**config.mk**
```make
export PLATFORM = sky130hd
export DESIGN_NAME = mem_bus_arbiter_flat
export DESIGN_NICKNAME = d
export VERILOG_FILES = /design/src/rtl/mem_bus_arbiter_if.sv /design/src/rtl/mem_bus_arbiter.sv /design/src/flat_wrapper.sv
export SDC_FILE = /design/constraint.sdc
export NUM_CORES = 1
export LEC_CHECK = 0
export BUFFER_PORTS_ARGS = -buffer_cell sky130_fd_sc_hd__buf_4
export CAP_MARGIN = 20
export CORE_AREA = 3 3 109 111
export CTS_CLUSTER_SIZE = 24
export DETAILED_ROUTE_END_ITERATION = 10
export DIE_AREA = 0 0 112 114
export GPL_ROUTABILITY_DRIVEN = 0
export SYNTH_ARGS = -nofsm -noshare
export SYNTH_HDL_FRONTEND = slang
export SYNTH_SLANG_ARGS = --single-unit
```
**constraint.sdc**
```tcl
create_clock -name clk -period 2.2 [get_ports clk]
set_input_delay 0.11 -clock clk [delete_from_list [all_inputs] [get_ports clk]]
set_output_delay 0.11 -clock clk [all_outputs]
set_load 0.1 [all_outputs]
```
**src/rtl/mem_bus_arbiter_if.sv**
```systemverilog
// Core-side and memory-side bus bundle for mem_bus_arbiter.
// The arbiter owns the master view: it takes IFU/LSU requests, issues the single
// memory request, and routes memory responses back. The slave view is the
// environment (core ports plus memory) that the arbiter talks to.
interface mem_bus_arbiter_if #(
   parameter int AW = 32,
   parameter int DW = 32
);
   // Handshake rule for every req/rsp channel below: a transfer happens on a rising
   // clock edge where valid and ready are both 1; once valid is raised, the sender
   // holds valid and its payload stable until that edge.
   logic            ifu_req_valid;
   logic            ifu_req_ready;
   logic [AW-1:0]   ifu_req_addr;
   logic            ifu_rsp_valid;
   logic            ifu_rsp_ready;
   logic [DW-1:0]   ifu_rsp_rdata;
   logic            ifu_rsp_err;

   logic            lsu_req_valid;
   logic            lsu_req_ready;
   logic [AW-1:0]   lsu_req_addr;
   logic            lsu_req_wen;
   logic [DW-1:0]   lsu_req_wdata;
   logic [DW/8-1:0] lsu_req_wmask;
   logic            lsu_rsp_valid;
   logic            lsu_rsp_ready;
   logic [DW-1:0]   lsu_rsp_rdata;
   logic            lsu_rsp_err;

   logic            mem_req_valid;
   logic            mem_req_ready;
   logic [AW-1:0]   mem_req_addr;
   logic            mem_req_wen;
   logic [DW-1:0]   mem_req_wdata;
   logic [DW/8-1:0] mem_req_wmask;
   logic            mem_rsp_valid;
   logic            mem_rsp_ready;
   logic [DW-1:0]   mem_rsp_rdata;
   logic            mem_rsp_err;

   // arbiter side
   modport master (
      input  ifu_req_valid, ifu_req_addr, ifu_rsp_ready,
      output ifu_req_ready, ifu_rsp_valid, ifu_rsp_rdata, ifu_rsp_err,
      input  lsu_req_valid, lsu_req_addr, lsu_req_wen, lsu_req_wdata, lsu_req_wmask, lsu_rsp_ready,
      output lsu_req_ready, lsu_rsp_valid, lsu_rsp_rdata, lsu_rsp_err,
      output mem_req_valid, mem_req_addr, mem_req_wen, mem_req_wdata, mem_req_wmask, mem_rsp_ready,
      input  mem_req_ready, mem_rsp_valid, mem_rsp_rdata, mem_rsp_err
   );

   // core + memory side
   modport slave (
      output ifu_req_valid, ifu_req_addr, ifu_rsp_ready,
      input  ifu_req_ready, ifu_rsp_valid, ifu_rsp_rdata, ifu_rsp_err,
      output lsu_req_valid, lsu_req_addr, lsu_req_wen, lsu_req_wdata, lsu_req_wmask, lsu_rsp_ready,
      input  lsu_req_ready, lsu_rsp_valid, lsu_rsp_rdata, lsu_rsp_err,
      input  mem_req_valid, mem_req_addr, mem_req_wen, mem_req_wdata, mem_req_wmask, mem_rsp_ready,
      output mem_req_ready, mem_rsp_valid, mem_rsp_rdata, mem_rsp_err
   );
endinterface

```
**src/rtl/mem_bus_arbiter.sv**
```systemverilog
// Shares one memory port between the IFU fetch port and the LSU data port.
// Round-robin arbitration, one outstanding transaction, responses routed to the
// owner. A silent memory produces an error response after TIMEOUT cycles and the
// late response is then drained so the bus stays in step.
module mem_bus_arbiter #(
   parameter int AW      = 32,
   parameter int DW      = 32,
   parameter int TIMEOUT = 255
) (
   input  logic              clk,
   input  logic              rst,
   mem_bus_arbiter_if.master bus,
   output logic [2:0]        dbg_state_o
);
   typedef enum logic [2:0] {
      S_IDLE     = 3'd0,
      S_LOCK     = 3'd1,
      S_WAIT_RSP = 3'd2,
      S_ERR_RSP  = 3'd3,
      S_DRAIN    = 3'd4
   } state_e;

   typedef enum logic {
      SRC_IFU = 1'b0,
      SRC_LSU = 1'b1
   } src_e;

   // counter only needs to reach TIMEOUT-1
   localparam int TW = (TIMEOUT > 1) ? $clog2(TIMEOUT) : 1;
   localparam logic [TW-1:0] TMO_LAST = TW'((TIMEOUT > 0) ? (TIMEOUT - 1) : 0);

   state_e          state_q, state_d;
   src_e            owner_q, owner_d;
   src_e            rr_last_q, rr_last_d;
   logic [TW-1:0]   tmo_cnt_q, tmo_cnt_d;

   src_e            winner;
   src_e            sel;
   logic            sel_valid;
   logic            req_phase;
   logic            req_valid;
   logic            req_hs;
   logic            own_rsp_ready;
   logic            rsp_fwd;
   logic            err_phase;
   logic            req_out;
   logic            rsp_out;
   logic            rsp_err;
   logic [DW-1:0]   rsp_rdata;
   logic [AW-1:0]   sel_addr;

   // fresh arbitration: a lone requester wins, a tie goes to the side not granted last
   always_comb begin
      winner = SRC_IFU;
      if (bus.lsu_req_valid && (!bus.ifu_req_valid || rr_last_q == SRC_IFU))
         winner = SRC_LSU;
   end

   // In LOCK the grant is frozen to the owner; in IDLE it follows the live winner.
   assign req_phase     = (state_q == S_IDLE) || (state_q == S_LOCK);
   assign sel           = (state_q == S_LOCK) ? owner_q : winner;
   assign sel_valid     = (sel == SRC_IFU) ? bus.ifu_req_valid : bus.lsu_req_valid;
   assign req_valid     = req_phase && sel_valid;
   assign req_hs        = req_valid && bus.mem_req_ready;
   assign own_rsp_ready = (owner_q == SRC_IFU) ? bus.ifu_rsp_ready : bus.lsu_rsp_ready;
   assign rsp_fwd       = (state_q == S_WAIT_RSP) && bus.mem_rsp_valid;
   assign err_phase     = (state_q == S_ERR_RSP);
   assign sel_addr      = (sel == SRC_IFU) ? bus.ifu_req_addr : bus.lsu_req_addr;

   // Outputs are gated by rst so every valid/ready drops the moment reset asserts,
   // even while requesters keep their valids high. Next-state logic uses the
   // ungated terms so rst only ever acts as an asynchronous reset on the flops.
   assign req_out           = rst && req_valid;
   assign bus.mem_req_valid = req_out;
   assign bus.mem_req_addr  = req_out ? sel_addr : '0;
   assign bus.mem_req_wen   = req_out && (sel == SRC_LSU) && bus.lsu_req_wen;
   assign bus.mem_req_wdata = (req_out && sel == SRC_LSU) ? bus.lsu_req_wdata : '0;
   assign bus.mem_req_wmask = !req_out ? '0 : ((sel == SRC_LSU) ? bus.lsu_req_wmask : '1);
   assign bus.ifu_req_ready = req_out && (sel == SRC_IFU) && bus.mem_req_ready;
   assign bus.lsu_req_ready = req_out && (sel == SRC_LSU) && bus.mem_req_ready;

   // Response path: pass-through in WAIT_RSP, synthesized error in ERR_RSP.
   assign rsp_out           = rst && (rsp_fwd || err_phase);
   assign rsp_err           = rst && (err_phase || (rsp_fwd && bus.mem_rsp_err));
   assign rsp_rdata         = (rst && rsp_fwd) ? bus.mem_rsp_rdata : '0;
   assign bus.ifu_rsp_valid = rsp_out && (owner_q == SRC_IFU);
   assign bus.ifu_rsp_err   = rsp_err && (owner_q == SRC_IFU);
   assign bus.ifu_rsp_rdata = (owner_q == SRC_IFU) ? rsp_rdata : '0;
   assign bus.lsu_rsp_valid = rsp_out && (owner_q == SRC_LSU);
   assign bus.lsu_rsp_err   = rsp_err && (owner_q == SRC_LSU);
   assign bus.lsu_rsp_rdata = (owner_q == SRC_LSU) ? rsp_rdata : '0;
   assign bus.mem_rsp_ready = rst && (((state_q == S_WAIT_RSP) && own_rsp_ready) ||
                                      (state_q == S_DRAIN));

   assign dbg_state_o = state_q;

   // next-state and bookkeeping for grant, round-robin pointer and timeout
   always_comb begin
      state_d   = state_q;
      owner_d   = owner_q;
      rr_last_d = rr_last_q;
      tmo_cnt_d = tmo_cnt_q;
      case (state_q)
         S_IDLE: begin
            if (req_valid) begin
               owner_d = winner;
               if (bus.mem_req_ready) begin
                  rr_last_d = winner;
                  tmo_cnt_d = '0;
                  state_d   = S_WAIT_RSP;
               end else begin
                  state_d = S_LOCK;
               end
            end
         end
         S_LOCK: begin
            if (req_hs) begin
               rr_last_d = owner_q;
               tmo_cnt_d = '0;
               state_d   = S_WAIT_RSP;
            end
         end
         S_WAIT_RSP: begin
            // a response on the limit cycle wins over the timeout
            if (bus.mem_rsp_valid) begin
               if (own_rsp_ready) state_d = S_IDLE;
            end else begin
               tmo_cnt_d = tmo_cnt_q + 1'b1;
               if ((TIMEOUT != 0) && (tmo_cnt_q == TMO_LAST)) state_d = S_ERR_RSP;
            end
         end
         S_ERR_RSP: begin
            if (own_rsp_ready) state_d = S_DRAIN;
         end
         S_DRAIN: begin
            // swallow the late memory response without forwarding it
            if (bus.mem_rsp_valid) state_d = S_IDLE;
         end
         default: state_d = S_IDLE;
      endcase
   end

   // state registers; IFU wins the first tie after reset
   always_ff @(posedge clk or negedge rst) begin
      if (!rst) begin
         state_q   <= S_IDLE;
         owner_q   <= SRC_IFU;
         rr_last_q <= SRC_LSU;
         tmo_cnt_q <= '0;
      end else begin
         state_q   <= state_d;
         owner_q   <= owner_d;
         rr_last_q <= rr_last_d;
         tmo_cnt_q <= tmo_cnt_d;
      end
   end
endmodule

```
**src/flat_wrapper.sv**
```systemverilog
// flat-port wrapper written by rule: the top's interface ports become plain ports
module mem_bus_arbiter_flat 
#(
   parameter int AW      = 32,
   parameter int DW      = 32,
   parameter int TIMEOUT = 255
)
  (clk, rst, dbg_state_o, bus_ifu_req_valid, bus_ifu_req_addr, bus_ifu_rsp_ready, bus_ifu_req_ready, bus_ifu_rsp_valid, bus_ifu_rsp_rdata, bus_ifu_rsp_err, bus_lsu_req_valid, bus_lsu_req_addr, bus_lsu_req_wen, bus_lsu_req_wdata, bus_lsu_req_wmask, bus_lsu_rsp_ready, bus_lsu_req_ready, bus_lsu_rsp_valid, bus_lsu_rsp_rdata, bus_lsu_rsp_err, bus_mem_req_valid, bus_mem_req_addr, bus_mem_req_wen, bus_mem_req_wdata, bus_mem_req_wmask, bus_mem_rsp_ready, bus_mem_req_ready, bus_mem_rsp_valid, bus_mem_rsp_rdata, bus_mem_rsp_err);
  mem_bus_arbiter_if #(.AW(AW), .DW(DW)) bus_i ();
  input  logic clk;
  input  logic rst;
  output logic [2:0] dbg_state_o;
  input wire logic [$bits(bus_i.ifu_req_valid)-1:0] bus_ifu_req_valid;
  input wire logic [$bits(bus_i.ifu_req_addr)-1:0] bus_ifu_req_addr;
  input wire logic [$bits(bus_i.ifu_rsp_ready)-1:0] bus_ifu_rsp_ready;
  output wire logic [$bits(bus_i.ifu_req_ready)-1:0] bus_ifu_req_ready;
  output wire logic [$bits(bus_i.ifu_rsp_valid)-1:0] bus_ifu_rsp_valid;
  output wire logic [$bits(bus_i.ifu_rsp_rdata)-1:0] bus_ifu_rsp_rdata;
  output wire logic [$bits(bus_i.ifu_rsp_err)-1:0] bus_ifu_rsp_err;
  input wire logic [$bits(bus_i.lsu_req_valid)-1:0] bus_lsu_req_valid;
  input wire logic [$bits(bus_i.lsu_req_addr)-1:0] bus_lsu_req_addr;
  input wire logic [$bits(bus_i.lsu_req_wen)-1:0] bus_lsu_req_wen;
  input wire logic [$bits(bus_i.lsu_req_wdata)-1:0] bus_lsu_req_wdata;
  input wire logic [$bits(bus_i.lsu_req_wmask)-1:0] bus_lsu_req_wmask;
  input wire logic [$bits(bus_i.lsu_rsp_ready)-1:0] bus_lsu_rsp_ready;
  output wire logic [$bits(bus_i.lsu_req_ready)-1:0] bus_lsu_req_ready;
  output wire logic [$bits(bus_i.lsu_rsp_valid)-1:0] bus_lsu_rsp_valid;
  output wire logic [$bits(bus_i.lsu_rsp_rdata)-1:0] bus_lsu_rsp_rdata;
  output wire logic [$bits(bus_i.lsu_rsp_err)-1:0] bus_lsu_rsp_err;
  output wire logic [$bits(bus_i.mem_req_valid)-1:0] bus_mem_req_valid;
  output wire logic [$bits(bus_i.mem_req_addr)-1:0] bus_mem_req_addr;
  output wire logic [$bits(bus_i.mem_req_wen)-1:0] bus_mem_req_wen;
  output wire logic [$bits(bus_i.mem_req_wdata)-1:0] bus_mem_req_wdata;
  output wire logic [$bits(bus_i.mem_req_wmask)-1:0] bus_mem_req_wmask;
  output wire logic [$bits(bus_i.mem_rsp_ready)-1:0] bus_mem_rsp_ready;
  input wire logic [$bits(bus_i.mem_req_ready)-1:0] bus_mem_req_ready;
  input wire logic [$bits(bus_i.mem_rsp_valid)-1:0] bus_mem_rsp_valid;
  input wire logic [$bits(bus_i.mem_rsp_rdata)-1:0] bus_mem_rsp_rdata;
  input wire logic [$bits(bus_i.mem_rsp_err)-1:0] bus_mem_rsp_err;
  assign bus_i.ifu_req_valid = bus_ifu_req_valid;
  assign bus_i.ifu_req_addr = bus_ifu_req_addr;
  assign bus_i.ifu_rsp_ready = bus_ifu_rsp_ready;
  assign bus_ifu_req_ready = bus_i.ifu_req_ready;
  assign bus_ifu_rsp_valid = bus_i.ifu_rsp_valid;
  assign bus_ifu_rsp_rdata = bus_i.ifu_rsp_rdata;
  assign bus_ifu_rsp_err = bus_i.ifu_rsp_err;
  assign bus_i.lsu_req_valid = bus_lsu_req_valid;
  assign bus_i.lsu_req_addr = bus_lsu_req_addr;
  assign bus_i.lsu_req_wen = bus_lsu_req_wen;
  assign bus_i.lsu_req_wdata = bus_lsu_req_wdata;
  assign bus_i.lsu_req_wmask = bus_lsu_req_wmask;
  assign bus_i.lsu_rsp_ready = bus_lsu_rsp_ready;
  assign bus_lsu_req_ready = bus_i.lsu_req_ready;
  assign bus_lsu_rsp_valid = bus_i.lsu_rsp_valid;
  assign bus_lsu_rsp_rdata = bus_i.lsu_rsp_rdata;
  assign bus_lsu_rsp_err = bus_i.lsu_rsp_err;
  assign bus_mem_req_valid = bus_i.mem_req_valid;
  assign bus_mem_req_addr = bus_i.mem_req_addr;
  assign bus_mem_req_wen = bus_i.mem_req_wen;
  assign bus_mem_req_wdata = bus_i.mem_req_wdata;
  assign bus_mem_req_wmask = bus_i.mem_req_wmask;
  assign bus_mem_rsp_ready = bus_i.mem_rsp_ready;
  assign bus_i.mem_req_ready = bus_mem_req_ready;
  assign bus_i.mem_rsp_valid = bus_mem_rsp_valid;
  assign bus_i.mem_rsp_rdata = bus_mem_rsp_rdata;
  assign bus_i.mem_rsp_err = bus_mem_rsp_err;
  mem_bus_arbiter #(.AW(AW), .DW(DW), .TIMEOUT(TIMEOUT)) u_core (.clk(clk), .rst(rst), .bus(bus_i), .dbg_state_o(dbg_state_o));
endmodule
```
Yosys cells after proc, flatten, opt, wreduce, memory -nomap -nowiden. Cells that the tools add are included.

Flip-flop bits (word level): 13. Latch bits: 0. Memory bits (writable): 0. ROM bits: 0. Input bits: 142. Logic and storage cells: 84. Memories: 0.

Add/sub/neg operators: 1. Multipliers: 0. Divide/modulo/power cells: 0. $lt $le $gt $ge: 0. Equal/unequal tests: 13. Shift operators: 0. Mux-type cells: 30. Bitwise logic cells: 3. Reductions and logical operators: 33.

Operators by type and width (number): 2-to-1 mux 32 bit (6); 2-to-1 mux 8 bit (4); case mux 8 bit (3 select lines) (1); 2-to-1 mux 3 bit (7); logical AND 1 bit (20); case mux 3 bit (5 select lines) (1); adder 8 x 1 -> 8 bit (second input constant) (1); == test 8 bit (second input constant) (1); 2-to-1 mux 4 bit (2); 2-to-1 mux 1 bit (7); == test 3 x 2 -> 1 bit (second input constant) (2); inequality test 2 x 1 -> 1 bit (second input constant) (3); inequality test 2 bit (second input constant) (3); AND reduction 6 bit (1); logical OR 1 bit (5); AND reduction 5 bit (1); AND reduction 4 bit (1); == test 3 x 1 -> 1 bit (second input constant) (1); == test 3 bit (second input constant) (1); logical NOT 3 bit (1); inequality test 3 x 2 -> 1 bit (second input constant) (1); inequality test 3 bit (second input constant) (1); inverter 1 bit (3); nonzero test 3 bit (1); 5 further kinds (5).

Longest topological paths before layout.
Word-level depth: 10. Gate-level depth with buffers: 7.

Worst setup path before layout. OpenSTA, ideal clock, no wires.

Kind: register -> output. Start point: register u_core.state_q[1], in the netlist u_core.dbg_state_o[1]. End point: output port bus_ifu_rsp_err. Data arrival time: 3.697 ns. Setup slack: -1.607 ns. Cell stages (with the launch flop): 5. Path buffers: 1. Cell sequence: dfrtp_1 buf_2 nor2b_1 nand2_1 nor3_1.

Word-level cells in the longest chain between the ends: 6. Elaborated cells on any way between the ends: 7. Classes of those cells: eq/ne: 2; reduce/logical: 5.

RTL lines: start: declaration (RTL line mem_bus_arbiter.sv:32) `state_e state_q, state_d;`; start signal: assignment (RTL line mem_bus_arbiter.sv:151) `state_q <= state_d;`; == test 3 x 2 -> 1 bit (RTL line mem_bus_arbiter.sv:66) `assign rsp_fwd = (state_q == S_WAIT_RSP) && bus.mem_rsp_valid;`; logical AND 1 bit (RTL line mem_bus_arbiter.sv:66); logical AND 1 bit (RTL line mem_bus_arbiter.sv:84) `assign rsp_err = rst && (err_phase || (rsp_fwd && bus.mem_rsp_err));`; logical OR 1 bit (*) (RTL line mem_bus_arbiter.sv:84); logical AND 1 bit (*) (RTL line mem_bus_arbiter.sv:84); logical AND 1 bit (*) (RTL line mem_bus_arbiter.sv:87) `assign bus.ifu_rsp_err = rsp_err && (owner_q == SRC_IFU);`; end: declaration (RTL line flat_wrapper.sv:19) `output wire logic [$bits(bus_i.ifu_rsp_err)-1:0] bus_ifu_rsp_err;`.

Mark *: on every way between the ends. The rest lies on a longest branch, timed or not.

Worst setup path after layout.
Start point: register u_core.state_q[0], in the netlist u_core.dbg_state_o[0]. End point: output port bus_mem_req_addr[18].

Word-level cells in the longest chain between the ends: 6. Elaborated cells on any way between the ends: 9. Classes of those cells: eq/ne: 1; mux: 4; reduce/logical: 4.

RTL lines: == test 3 x 1 -> 1 bit (RTL line mem_bus_arbiter.sv:60, mem_bus_arbiter.sv:61); 2-to-1 mux 1 bit (RTL line mem_bus_arbiter.sv:61) `assign sel = (state_q == S_LOCK) ? owner_q : winner;`; 2-to-1 mux 1 bit (RTL line mem_bus_arbiter.sv:62) `assign sel_valid = (sel == SRC_IFU) ? bus.ifu_req_valid : bus.lsu_req_valid;`; logical AND 1 bit (RTL line mem_bus_arbiter.sv:63) `assign req_valid = req_phase && sel_valid;`; logical AND 1 bit (RTL line mem_bus_arbiter.sv:73) `assign req_out = rst && req_valid;`; 2-to-1 mux 32 bit (*) (RTL line mem_bus_arbiter.sv:75) `assign bus.mem_req_addr = req_out ? sel_addr : '0;`; end: declaration (RTL line flat_wrapper.sv:31) `output wire logic [$bits(bus_i.mem_req_addr)-1:0] bus_mem_req_addr;`.

Marked as above.

==> results.yml <==
run_status:
  outcome: "complete, no violations"
timing:
  final-hold-violation-count: 0
  max_slew.worst_pin.slew_ns: 0.354
  post-route-min-period_ns: 2.14
  rsz0062_at_grt: "true"
  maxSlewViolCount: 0
  finalClockSkew_ns: 0.00120
  worst_hold_slack_after_final_layout_ns: 0.101
  final-setup-viol-count: 0
  fin_ws_ns: 0.0596
  finalSetupTns_ns: 0
  slew-limit-headroom: 0.764
  maximum_operating_frequency_ghz: 0.467
  period_utilization_post_route: 0.973
worst_setup_path:
  critPathCaptureType: "output port"
  worst_setup_path_start_kind: "register"
  crit_slowest_cell: "dfrtp_4"
  critPathKind: "reg2out"
  required_ns: 2.09
  top_fanout_value_on_the_critical_path: 12
  cp.buffers_inverters: 2
  critPathArrivalTime_ns: 2.03
  cp_delay_by_family_top: "buffers and inverters"
  path_cells: "or3b_4, o2111ai_4, bufbuf_16, a21oi_4, buf_4"
  crit_path_max_incr_delay_ns: 0.53
yosys:
  yosys.area_share.simple: 0.584
  synthesis.instances: 331
  post-synth-top-area-fraction: 0.304
  post_synth_mux_area_share: 0.0104
  netlist_top_cells_area: "and2_1, dfrtp_1, nand2_1"
  synth_nets: 475
  biggest_area_consumer_among_synthesized_cells: "and2_1"
  synth_warnings: 0
  synth-compound-area-share: 0.165
  fraction_of_registers_with_async_set_or_reset_after_synthesis: 1.00
  postSynthAreaPerCell_sq_um: 6.15
  yosys.area_share.xor_xnor: 0
  synth_seq_area_share: 0.160
  mappedNetlistArea_sq_um: 2040
  synth_enable_flop_cells: 0
  post_synth_fa_ha_maj_area_fraction: 0.0123
  ys_seq_elements: 13
  netlist-cell-type-count: 45
  synth_top_family_by_area: "simple AND/OR/NAND/NOR gates"
  ys_dominant_reg_cell: "dfrtp_1"
clock_tree:
  cts_sinks: 13
  cts_made_buffers: 3
  htreeDepth: 1
  clock_tree.root_cell: "clkbuf_8"
  clk_latency_ns: 0.25
  clock_path_buffers: 2
  cts_tree: "done"
  worst_setup_hold_path_clk_slew_ns: 0.06
global_routing:
  antenna_violations_before_repair: 0
  number_of_global_route_vias_before_repair: 3364
  gr-usage-all-layers: 0.160
  grt_max_degree: 35
  global_route_wire_length_before_repair_um: 17100
  gr-total-overflow: 0
layout:
  layout.cells.most_common: "buf_4"
  final_net_count: 761
  layout-area-overhead-vs-synth_pct: 177
  antenna_cells: 0
  most-common-layout-cells: "buf_4, nand2_1, buf_6"
  instances_no_fill: 756
  layout-drive-gt1-share: 0.750
power_and_ir_drop:
  cellPowerDensity_nw_per_um2: 1130
  worst_ir_drop_vdd_uv: 734
  leakage_component_of_the_power_nw: 2.72
routing:
  postRouteWirelength_um: 11800
  vias_per_cell: 4.44
  antenna_left: 0
  initialDrtViolationCount: 83
  wl_per_cell_um: 15.6
  firstDrtPassIters: 4
  route.vias.total: 3357
  drc: 0
floorplan:
  design.die.area_sq_um: 12800
  die-width_um: 112
  die_h_um: 114
  initial_core_util: 0.187
  std_cell_rows: 38
  core-area_sq_um: 10900
  boundaryPins: 286
place:
  placement.setup.worst_slack_ns: 0.214
  portBuffers: 285
  place_inst: 745
  hpwlAfterDp_um: 9250
worst_hold_path:
  hold_path.class: "in2reg"
run:
  maxCapViolCount: 0
routing by layer:
metal  part of all wire  GRT usage  vias to the layer above
met5                  0          0                        -
met4             0.0099     0.0321                        0
met3              0.082     0.0345                       11
met2               0.52      0.294                      165
met1               0.39      0.194                     1532
li1                   -          -                     1649
synthesized netlist by cell type (2+ instances only):
cell type,count
and2_1,99
nand2_1,77
a21oi_1,34
nor2_1,23
dfrtp_1,12
buf_2,9
nand3_1,8
clkbuf_1,7
nor3_1,5
o21ai_0,5
buf_1,4
inv_1,4
a31oi_1,3
clkbuf_2,3
nor2b_1,3
buf_6,2
ha_1,2
nand4_1,2
nor3b_1,2
o2111ai_1,2
worst register-to-register path, stage by stage, from the launching register on:
cell     delay [ns]
dfrtp_4        0.53
or4b_4         0.64
or3_1          0.42
nand3_1        0.09
o21ai_1        0.06
metrics by stage:
| stage | cell area (sq um) | util | total power (W) |
|---|---|---|---|
| 4_1_cts | 5240 | 0.481 | 0.00623 |
| 2_1_floorplan | 2640 | - | 0.00467 |
| 5_1_grt | 5650 | 0.519 | 0.00666 |
| 3_5_place_dp | 5000 | 0.459 | 0.00586 |
| 6_report | 5650 | 0.519 | 0.00638 |
| 3_3_place_gp | 5000 | 0.459 | 0.00582 |
cell families (layout without fill, tap and decap cells):
logic type	Yosys count	count (layout)
simple gates	229	229
buf+inv	29	314
flops	13	13
compound gates	56	56
mux	2	2
fa+ha+maj	2	2
state kept, by name, indices dropped and copies added (netlist names):
register	count
u_core.tmo_cnt_q	8
u_core.dbg_state_o	3
u_core.owner_q	1
u_core.rr_last_q	1
path summary, 6_finish.rpt:
path | from | endpoint | slack, ns | depth (start not counted)
worst max-delay path | u_core.dbg_state_o[0] | bus_mem_req_addr[18] | 0.06 | 5
worst min-delay path | bus_ifu_req_valid | u_core.owner_q | 0.10 | 2
worst max register to register | u_core.dbg_state_o[0] | u_core.tmo_cnt_q[6] | 0.36 | 4
worst min register to register | u_core.rr_last_q | u_core.rr_last_q | 0.48 | 2
max in group asynchronous | rst | u_core.rr_last_q | 1.68 | 2
min in group asynchronous | rst | u_core.tmo_cnt_q[0] | 0.26 | 2
where the power goes:
group          internal (W)  leakage [nW]  switching (W)  total [W]
registers          0.000336         0.166       0.000123   0.000459
logic               0.00164          2.53        0.00407    0.00570
clock network      0.000128        0.0228      0.0000944   0.000223
total               0.00210          2.72        0.00428    0.00638
area by class of cell:
type | count | area, sq um
fill | 999 | 5240
clock buffer | 4 | 45.0
timing repair buffer | 306 | 2890
inverter | 4 | 18.8
multi-input combinational | 289 | 2190
sequential | 13 | 335
tap | 140 | 175
timing repair:
item / 4_1_cts / 5_1_grt
pin swaps: 0 / 1
cloned: 1 / 0
resized for setup: 41 / 95
endpoints found under the hold margin: 13 / 0
setup endpoints to repair: 32 / 96
buffers inserted: 0 / 5
hold buffers: 1 / 0
(Power assumes the default switching activity.)
